### src/rtl/board_io_pkg.sv
// board_io_pkg
// Shared definitions for the board I/O conditioning block: default
// parameter values, the counter-width helper, the parameter legality check
// and the reset stretcher state encoding.
package board_io_pkg;

  localparam int DEF_NUM_IN          = 8;
  localparam int DEF_NUM_LED         = 4;
  localparam int DEF_SYNC_STAGES     = 2;
  localparam int DEF_DEBOUNCE_CYCLES = 10000;
  localparam int DEF_PWM_WIDTH       = 8;
  localparam int DEF_RST_HOLD_CYCLES = 16;

  // Width of a counter that must be able to hold the value max_count.
  function automatic int cnt_width(input int max_count);
    return (max_count < 1) ? 1 : $clog2(max_count + 1);
  endfunction

  // True when the parameter set describes a buildable block.
  function automatic bit board_io_params_ok(
    input int num_in,
    input int num_led,
    input int sync_stages,
    input int debounce_cycles,
    input int pwm_width,
    input int rst_hold_cycles
  );
    return (num_in >= 1) && (num_led >= 1) &&
           (sync_stages >= 2) && (sync_stages <= 4) &&
           (debounce_cycles >= 1) && (pwm_width >= 1) &&
           (rst_hold_cycles >= 1);
  endfunction

  // Reset stretcher states.
  typedef enum logic [1:0] {
    RST_HELD  = 2'd0,  // button pressed: counter held at full value
    RST_COUNT = 2'd1,  // button released: counting down
    RST_RUN   = 2'd2   // countdown finished: SoC out of reset
  } rst_state_e;

endpackage

### src/rtl/board_io_debounce.sv
// board_io_debounce
// One input channel: synchroniser chain, debounce counter, stable level
// register and registered edge pulses.
// Ports:
//   clk_i   block clock
//   rst_i   synchronous active-high reset
//   pad_i   raw asynchronous pin
//   level_o debounced level
//   rise_o  one-cycle pulse, first cycle level_o shows 1
//   fall_o  one-cycle pulse, first cycle level_o shows 0
module board_io_debounce
  import board_io_pkg::*;
#(
  parameter int SYNC_STAGES     = DEF_SYNC_STAGES,
  parameter int DEBOUNCE_CYCLES = DEF_DEBOUNCE_CYCLES
) (
  input  logic clk_i,
  input  logic rst_i,
  input  logic pad_i,
  output logic level_o,
  output logic rise_o,
  output logic fall_o
);

  localparam int CW = cnt_width(DEBOUNCE_CYCLES);
  // Counter value whose increment reaches DEBOUNCE_CYCLES.
  localparam logic [CW-1:0] CNT_LAST = CW'(DEBOUNCE_CYCLES - 1);

  logic [SYNC_STAGES-1:0] r_sync;
  logic                   w_synced;
  logic [CW-1:0]          r_cnt;
  logic                   r_stable;
  logic                   r_rise;
  logic                   r_fall;

  assign w_synced = r_sync[SYNC_STAGES-1];

  always_ff @(posedge clk_i) begin
    if (rst_i) begin
      r_sync <= '0;
    end else begin
      r_sync <= {r_sync[SYNC_STAGES-2:0], pad_i};
    end
  end

  // The pulse registers update on the same edge as r_stable, so a pulse
  // coincides with the first cycle of the new level.
  always_ff @(posedge clk_i) begin
    if (rst_i) begin
      r_cnt    <= '0;
      r_stable <= 1'b0;
      r_rise   <= 1'b0;
      r_fall   <= 1'b0;
    end else begin
      r_rise <= 1'b0;
      r_fall <= 1'b0;
      if (w_synced == r_stable) begin
        r_cnt <= '0;
      end else if (r_cnt == CNT_LAST) begin
        r_stable <= w_synced;
        r_cnt    <= '0;
        r_rise   <= w_synced;
        r_fall   <= ~w_synced;
      end else begin
        r_cnt <= r_cnt + CW'(1);
      end
    end
  end

  assign level_o = r_stable;
  assign rise_o  = r_rise;
  assign fall_o  = r_fall;

endmodule

### src/rtl/board_io_ctrl.sv
// board_io_ctrl
// Board pin conditioning: debounced inputs with edge events and sticky
// pending flags, per-LED PWM with period-aligned duty updates, and a
// stretched, synchronised SoC reset from the board reset button.
// Ports:
//   clk_i, rst_i        block clock, synchronous active-high reset
//   pad_in_i            raw board inputs
//   in_level_o          debounced levels
//   in_rise_o/in_fall_o one-cycle edge pulses
//   event_pending_o     sticky edge-seen flags, cleared by event_clr_i
//   led_duty_i          packed per-LED duty, led_en_i per-LED enable
//   led_o               registered PWM LED drive
//   pad_reset_n_i       raw reset button (active-low)
//   soc_rst_no          conditioned SoC reset (active-low)
module board_io_ctrl
  import board_io_pkg::*;
#(
  parameter int NUM_IN          = DEF_NUM_IN,
  parameter int NUM_LED         = DEF_NUM_LED,
  parameter int SYNC_STAGES     = DEF_SYNC_STAGES,
  parameter int DEBOUNCE_CYCLES = DEF_DEBOUNCE_CYCLES,
  parameter int PWM_WIDTH       = DEF_PWM_WIDTH,
  parameter int RST_HOLD_CYCLES = DEF_RST_HOLD_CYCLES
) (
  input  logic                           clk_i,
  input  logic                           rst_i,
  input  logic [NUM_IN-1:0]              pad_in_i,
  output logic [NUM_IN-1:0]              in_level_o,
  output logic [NUM_IN-1:0]              in_rise_o,
  output logic [NUM_IN-1:0]              in_fall_o,
  output logic [NUM_IN-1:0]              event_pending_o,
  input  logic [NUM_IN-1:0]              event_clr_i,
  input  logic [NUM_LED*PWM_WIDTH-1:0]   led_duty_i,
  input  logic [NUM_LED-1:0]             led_en_i,
  output logic [NUM_LED-1:0]             led_o,
  input  logic                           pad_reset_n_i,
  output logic                           soc_rst_no
);

  // Elaboration-time parameter legality check.
  if (!board_io_params_ok(NUM_IN, NUM_LED, SYNC_STAGES, DEBOUNCE_CYCLES,
                          PWM_WIDTH, RST_HOLD_CYCLES)) begin : g_bad_params
    $error("board_io_ctrl: illegal parameter combination");
  end

  // ---------------------------------------------------------------- inputs
  for (genvar gi = 0; gi < NUM_IN; gi++) begin : g_in
    logic w_rise;
    logic w_fall;
    logic r_pend;

    board_io_debounce #(
      .SYNC_STAGES    (SYNC_STAGES),
      .DEBOUNCE_CYCLES(DEBOUNCE_CYCLES)
    ) u_debounce (
      .clk_i  (clk_i),
      .rst_i  (rst_i),
      .pad_i  (pad_in_i[gi]),
      .level_o(in_level_o[gi]),
      .rise_o (w_rise),
      .fall_o (w_fall)
    );

    // A new edge beats a simultaneous clear so no event is lost.
    always_ff @(posedge clk_i) begin
      if (rst_i) begin
        r_pend <= 1'b0;
      end else begin
        r_pend <= (r_pend & ~event_clr_i[gi]) | w_rise | w_fall;
      end
    end

    assign in_rise_o[gi]       = w_rise;
    assign in_fall_o[gi]       = w_fall;
    assign event_pending_o[gi] = r_pend;
  end

  // ------------------------------------------------------------------- PWM
  localparam logic [PWM_WIDTH-1:0] PWM_MAX = '1;

  logic [PWM_WIDTH-1:0] r_pwm_cnt;

  always_ff @(posedge clk_i) begin
    if (rst_i) begin
      r_pwm_cnt <= '0;
    end else begin
      r_pwm_cnt <= r_pwm_cnt + PWM_WIDTH'(1);
    end
  end

  for (genvar gi = 0; gi < NUM_LED; gi++) begin : g_led
    logic [PWM_WIDTH-1:0] r_shadow;
    logic                 r_led;

    // Shadow duty only changes on the last count of a period, so the
    // compare below never sees a duty change mid-period.
    always_ff @(posedge clk_i) begin
      if (rst_i) begin
        r_shadow <= '0;
        r_led    <= 1'b0;
      end else begin
        if (r_pwm_cnt == PWM_MAX) begin
          r_shadow <= led_duty_i[gi*PWM_WIDTH +: PWM_WIDTH];
        end
        r_led <= led_en_i[gi] & (r_pwm_cnt < r_shadow);
      end
    end

    assign led_o[gi] = r_led;
  end

  // --------------------------------------------------------- reset stretch
  localparam int HW = cnt_width(RST_HOLD_CYCLES);
  localparam logic [HW-1:0] HOLD_LOAD = HW'(RST_HOLD_CYCLES);

  logic [SYNC_STAGES-1:0] r_btn_sync;
  logic                   w_btn_released;
  rst_state_e             r_state;
  rst_state_e             w_state_next;
  logic [HW-1:0]          r_hold;
  logic [HW-1:0]          w_hold_next;
  logic                   r_soc_rst_n;
  logic                   w_soc_rst_n_next;

  // Chain resets to 0, i.e. the button is treated as pressed until the
  // real pin level has propagated through.
  always_ff @(posedge clk_i) begin
    if (rst_i) begin
      r_btn_sync <= '0;
    end else begin
      r_btn_sync <= {r_btn_sync[SYNC_STAGES-2:0], pad_reset_n_i};
    end
  end

  assign w_btn_released = r_btn_sync[SYNC_STAGES-1];

  always_ff @(posedge clk_i) begin
    if (rst_i) begin
      r_state     <= RST_HELD;
      r_hold      <= HOLD_LOAD;
      r_soc_rst_n <= 1'b0;
    end else begin
      r_state     <= w_state_next;
      r_hold      <= w_hold_next;
      r_soc_rst_n <= w_soc_rst_n_next;
    end
  end

  // A press in any state reloads the counter; release is only signalled
  // one cycle after the counter has reached zero.
  always_comb begin
    w_state_next     = r_state;
    w_hold_next      = r_hold;
    w_soc_rst_n_next = 1'b0;
    if (!w_btn_released) begin
      w_state_next = RST_HELD;
      w_hold_next  = HOLD_LOAD;
    end else begin
      unique case (r_state)
        RST_HELD, RST_COUNT: begin
          if (r_hold == '0) begin
            w_state_next     = RST_RUN;
            w_soc_rst_n_next = 1'b1;
          end else begin
            w_state_next = RST_COUNT;
            w_hold_next  = r_hold - HW'(1);
          end
        end
        RST_RUN: begin
          w_soc_rst_n_next = 1'b1;
        end
        default: begin
          w_state_next = RST_HELD;
          w_hold_next  = HOLD_LOAD;
        end
      endcase
    end
  end

  assign soc_rst_no = r_soc_rst_n;

endmodule
### config.mk
export PLATFORM = sky130hd
export DESIGN_NAME = board_io_ctrl
export DESIGN_NICKNAME = d
export VERILOG_FILES = /design/src/rtl/board_io_pkg.sv /design/src/rtl/board_io_debounce.sv /design/src/rtl/board_io_ctrl.sv
export SDC_FILE = /design/constraint.sdc
export NUM_CORES = 1
export LEC_CHECK = 0
export ABC_AREA = 0
export BUFFER_PORTS_ARGS = -buffer_cell sky130_fd_sc_hd__buf_4
export CAP_MARGIN = 40
export CORE_MARGIN = 2
export CORE_UTILIZATION = 45
export CTS_BUF_LIST = sky130_fd_sc_hd__clkbuf_4 sky130_fd_sc_hd__clkbuf_8
export DETAILED_ROUTE_END_ITERATION = 7
export GPL_ROUTABILITY_DRIVEN = 0
export GPL_TIMING_DRIVEN = 0
export HOLD_SLACK_MARGIN = 0.03
export PLACE_DENSITY = 0.64
export SYNTH_ARGS = -nofsm -noshare
export SYNTH_HDL_FRONTEND = slang
export SYNTH_HIERARCHICAL = 1
export SYNTH_SLANG_ARGS = --single-unit
export TNS_END_PERCENT = 20
### constraint.sdc
create_clock -name clk_i -period 2.3 [get_ports clk_i]
set_input_delay 0.115 -clock clk_i [delete_from_list [all_inputs] [get_ports clk_i]]
set_output_delay 0.115 -clock clk_i [all_outputs]
set_load 0.005 [all_outputs]
==> results_dict.tcl <==
set metrics [dict create \
    switching_share 0.2113 \
    route.detailed.drc 0 \
    final-max-slew-violation-count 0 \
    post_cts_resized 0 \
    whs_ps 81.44 \
    drtPass1Iterations 4 \
    cp_max_fo 10 \
    combPwrFrac 0.041 \
    synth_top_area_frac 0.4665 \
    synth_seq_cells 214 \
    max_clock_freq_mhz 499.1 \
    finalHoldViolations 0 \
    crit_type "register to register" \
    ys_seq_area_frac 0.4665 \
    setup_viol 0 \
    placed_area_sq_um 10200 \
    instances_no_fill 1485 \
    post-dp-hpwl_mm 11.85 \
    design.core.area_sq_um 20100 \
    antenna_found_initial 0 \
    grt_pass1_vias 6751 \
    start_util 0.4567 \
    synthTopCellsByArea "dfxtp_1 (47%), xnor2_1 (7.1%), nor2_1 (6.2%), ha_1 (5.2%), nand2_1 (3.9%)" \
    pwr-share-seq 0.502 \
    ir_drop_mv 0.3922 \
    powerDensity_nw_per_um2 654.1 \
    io_pins 92 \
    syn_area_per_cell_sq_um 9.083 \
    synth_compound_area_frac 0.05300 \
    vias_per_cell 4.803 \
    ant_nets 0 \
    die_width_um 146.9 \
    ys_async_sr_fraction 0 \
    maxCapViolations 0 \
    skew_ps 14.91 \
    switching_power_uw 1586 \
    totalWireLength_mm 17.81 \
    worst_setup_path_start_kind "register" \
    grt_overflow 0 \
    post-place-ws_ps 296.0 \
    synth_edf_count 0 \
    grt_first_pass_wirelength_mm 30.16 \
    place_inst 1372 \
    stdcell_area_sq_um 11480 \
    die_h_um 146.9 \
    clk_latency_ps 510 \
    worstMarginPinSlew_ps 738.5 \
    cts_tree "done" \
    syn_inst 1011 \
    synthAdderAreaFrac 0.05178 \
    wl_per_cell_um 12.00 \
    period_minus_slack_ps 2004 \
    p_leak_uw 0.004165 \
    cts_root_buf "clkbuf_8" \
    tns_ps 0 \
    synth.area.mux_share 0.008721 \
    drtIter0Drc 214 \
    synth_xor_area_frac 0.1030 \
    synth_top_family_by_area "simple AND/OR/NAND/NOR gates" \
    syn_area_sq_um 9183 \
    hp-class "input pin to register" \
    numCtsBuffers 38 \
    p_int_uw 5922 \
    cts.sinks 214 \
    synth_ff_type "dfxtp_1" \
    synth_top_area_cell "dfxtp_1" \
    area_growth_pct 25.00 \
    fp.dieArea_sq_um 21560 \
    clock_power_share 0.457 \
    synth_nets 1104 \
    layout-drive-gt1-share 0.1885 \
    clockBufferDepth 3 \
    rsz0062_at_grt "no" \
    num_vias 7132 \
    cts.clk_slew.worst_paths_ps 60 \
    worst_slack_ps 296.5 \
    arrival_ps 2400 \
    postCtsSetupBuffers 0 \
    worstPathRequired_ps 2700 \
    synthDistinctLibCells 40 \
    status "finished clean" \
    slew_headroom 0.5077 \
    antennaDiodeCount 0 \
    grt_max_degree 50 \
    final_nets 1288 \
    placementRows 52 \
    ys_warn_count 6 \
    grt_util_all_layers 0.1655 \
    cts_htree_levels 2 \
    fin_crit_sh 0.8711 \
    synth-simple-area-share 0.2521 \
    cp-end-kind "register" \
    fill_cells 1839 \
    port_buffers 91 \
]
-- what timing repair did --
action,in CTS,in global routing
endpoints found under the setup margin,0,0
hold buffers,53,0
endpoints found under the hold margin,53,0
-- cell families after synthesis --
kind of cell | after synthesis
adders and majority gates | 38
muxes | 8
and+or+nand+nor | 462
AOI/OAI and AO/OA | 77
xor gates and xnor gates | 108
buffers and inverters | 104
DFF | 214
-- per-stage QoR --
| stage | util | power (uW) |
|---|---|---|
| after floorplan | - | 3954 |
| after global placement | 0.5075 | 4084 |
| after detailed placement | 0.5075 | 4087 |
| after CTS | 0.5709 | 7640 |
| after global routing | 0.5709 | 7843 |
| final | 0.5709 | 7508 |
-- path summary, 6_finish.rpt --
| kind | to | slack (ps) | from | cells after the start |
|---|---|---|---|---|
| worst max-delay path | g_in[7].u_debounce/r_cnt[2] | 300 | g_in[7].u_debounce/r_cnt[5] | 6 |
| worst min-delay path | g_in[5].u_debounce/level_o | 80 | rst_i | 2 |
| worst max register to register | g_in[7].u_debounce/r_cnt[2] | 300 | g_in[7].u_debounce/r_cnt[5] | 6 |
| worst min register to register | g_in[2].u_debounce/r_sync[1] | 430 | g_in[2].u_debounce/r_sync[0] | 1 |
-- registers in the layout, summed over array words and instances (netlist names) --
signal and count:
soc_rst_no 1, g_in.u_debounce/rise_o 8, r_state 2, g_in.u_debounce/r_cnt 112, g_led.r_led 4, g_in.r_pend 8
g_in.u_debounce/fall_o 8, g_in.u_debounce/r_sync 16, r_pwm_cnt 8, g_in.u_debounce/level_o 8, g_led.r_shadow 32, r_btn_sync 2
r_hold 5
-- metal layers --
layer  up-vias  share of wire  track usage
li1       3750              -            -
met4         0          0.021      0.06214
met2       115           0.45       0.2763
met5         -              0            0
met1      3232           0.49       0.2132
met3        35          0.038      0.03199
-- synthesized netlist by cell type (5+ instances only) --
master and instances:
a21oi_1 45, and3_1 8, and4_1 8, buf_2 14, buf_4 28, buf_6 11, clkbuf_1 5, dfxtp_1 214
ha_1 38, inv_1 46, mux2i_1 8, nand2_1 95, nand2_2 8, nand2b_1 15, nand3_1 29, nand4_1 32
nor2_1 152, nor2b_1 19, nor3_1 34, nor4_1 8, nor4b_1 19, or3b_2 11, or4_1 15, xnor2_1 74
xor2_1 34
-- critical path: stages (launching register included) --
cell	delay [ps]
dfxtp_1	350
or4b_1	530
or4_1	540
buf_2	170
nand2_2	100
buf_6	140
nor2_1	50
-- power by group through the flow --
stage	logic [uW]	registers [uW]	clock network (uW)
3_5_place_dp	238	3850	0
3_3_place_gp	235	3850	0
5_1_grt	341	3770	3730
4_1_cts	311	3770	3560
2_1_floorplan	117	3840	0
6_report	309	3770	3430
-- layout by cell type, fill, tap and decap left out, drive strengths merged, types with 2 or more instances in the layout --
master	instances
a2111oi	4
o31ai	2
or3	4
or4	15
ha	38
nor4	8
o21a	4
a21oi	45
nor4b	19
a31oi	4
nand2b	15
and2	2
and3	8
and4	8
o211ai	4
o21ai	4
mux2i	8
a211oi	4
nand2	103
o2111ai	4
clkbuf	63
nand4	32
dfxtp	214
xor2	34
dlygate4sd3	53
xnor2	74
buf	144
nor2	152
inv	46
nor2b	19
or3b	11
nand3	29
nor3	35
clkinvlp	2
-- area by class of cell --
cell class / instances / area, sq um / area share
multi-input combinational: 693 / 4303 / 0.3749
sequential: 214 / 4284 / 0.3732
timing repair buffer: 144 / 1214 / 0.1057
clock buffer: 58 / 729.5 / 0.06355
buffer: 58 / 422.9 / 0.03684
tap: 270 / 337.8 / 0.02943
inverter: 46 / 172.7 / 0.01504
clock inverter: 2 / 15.01 / 0.001308
Power figures use the tool's default switching activity.
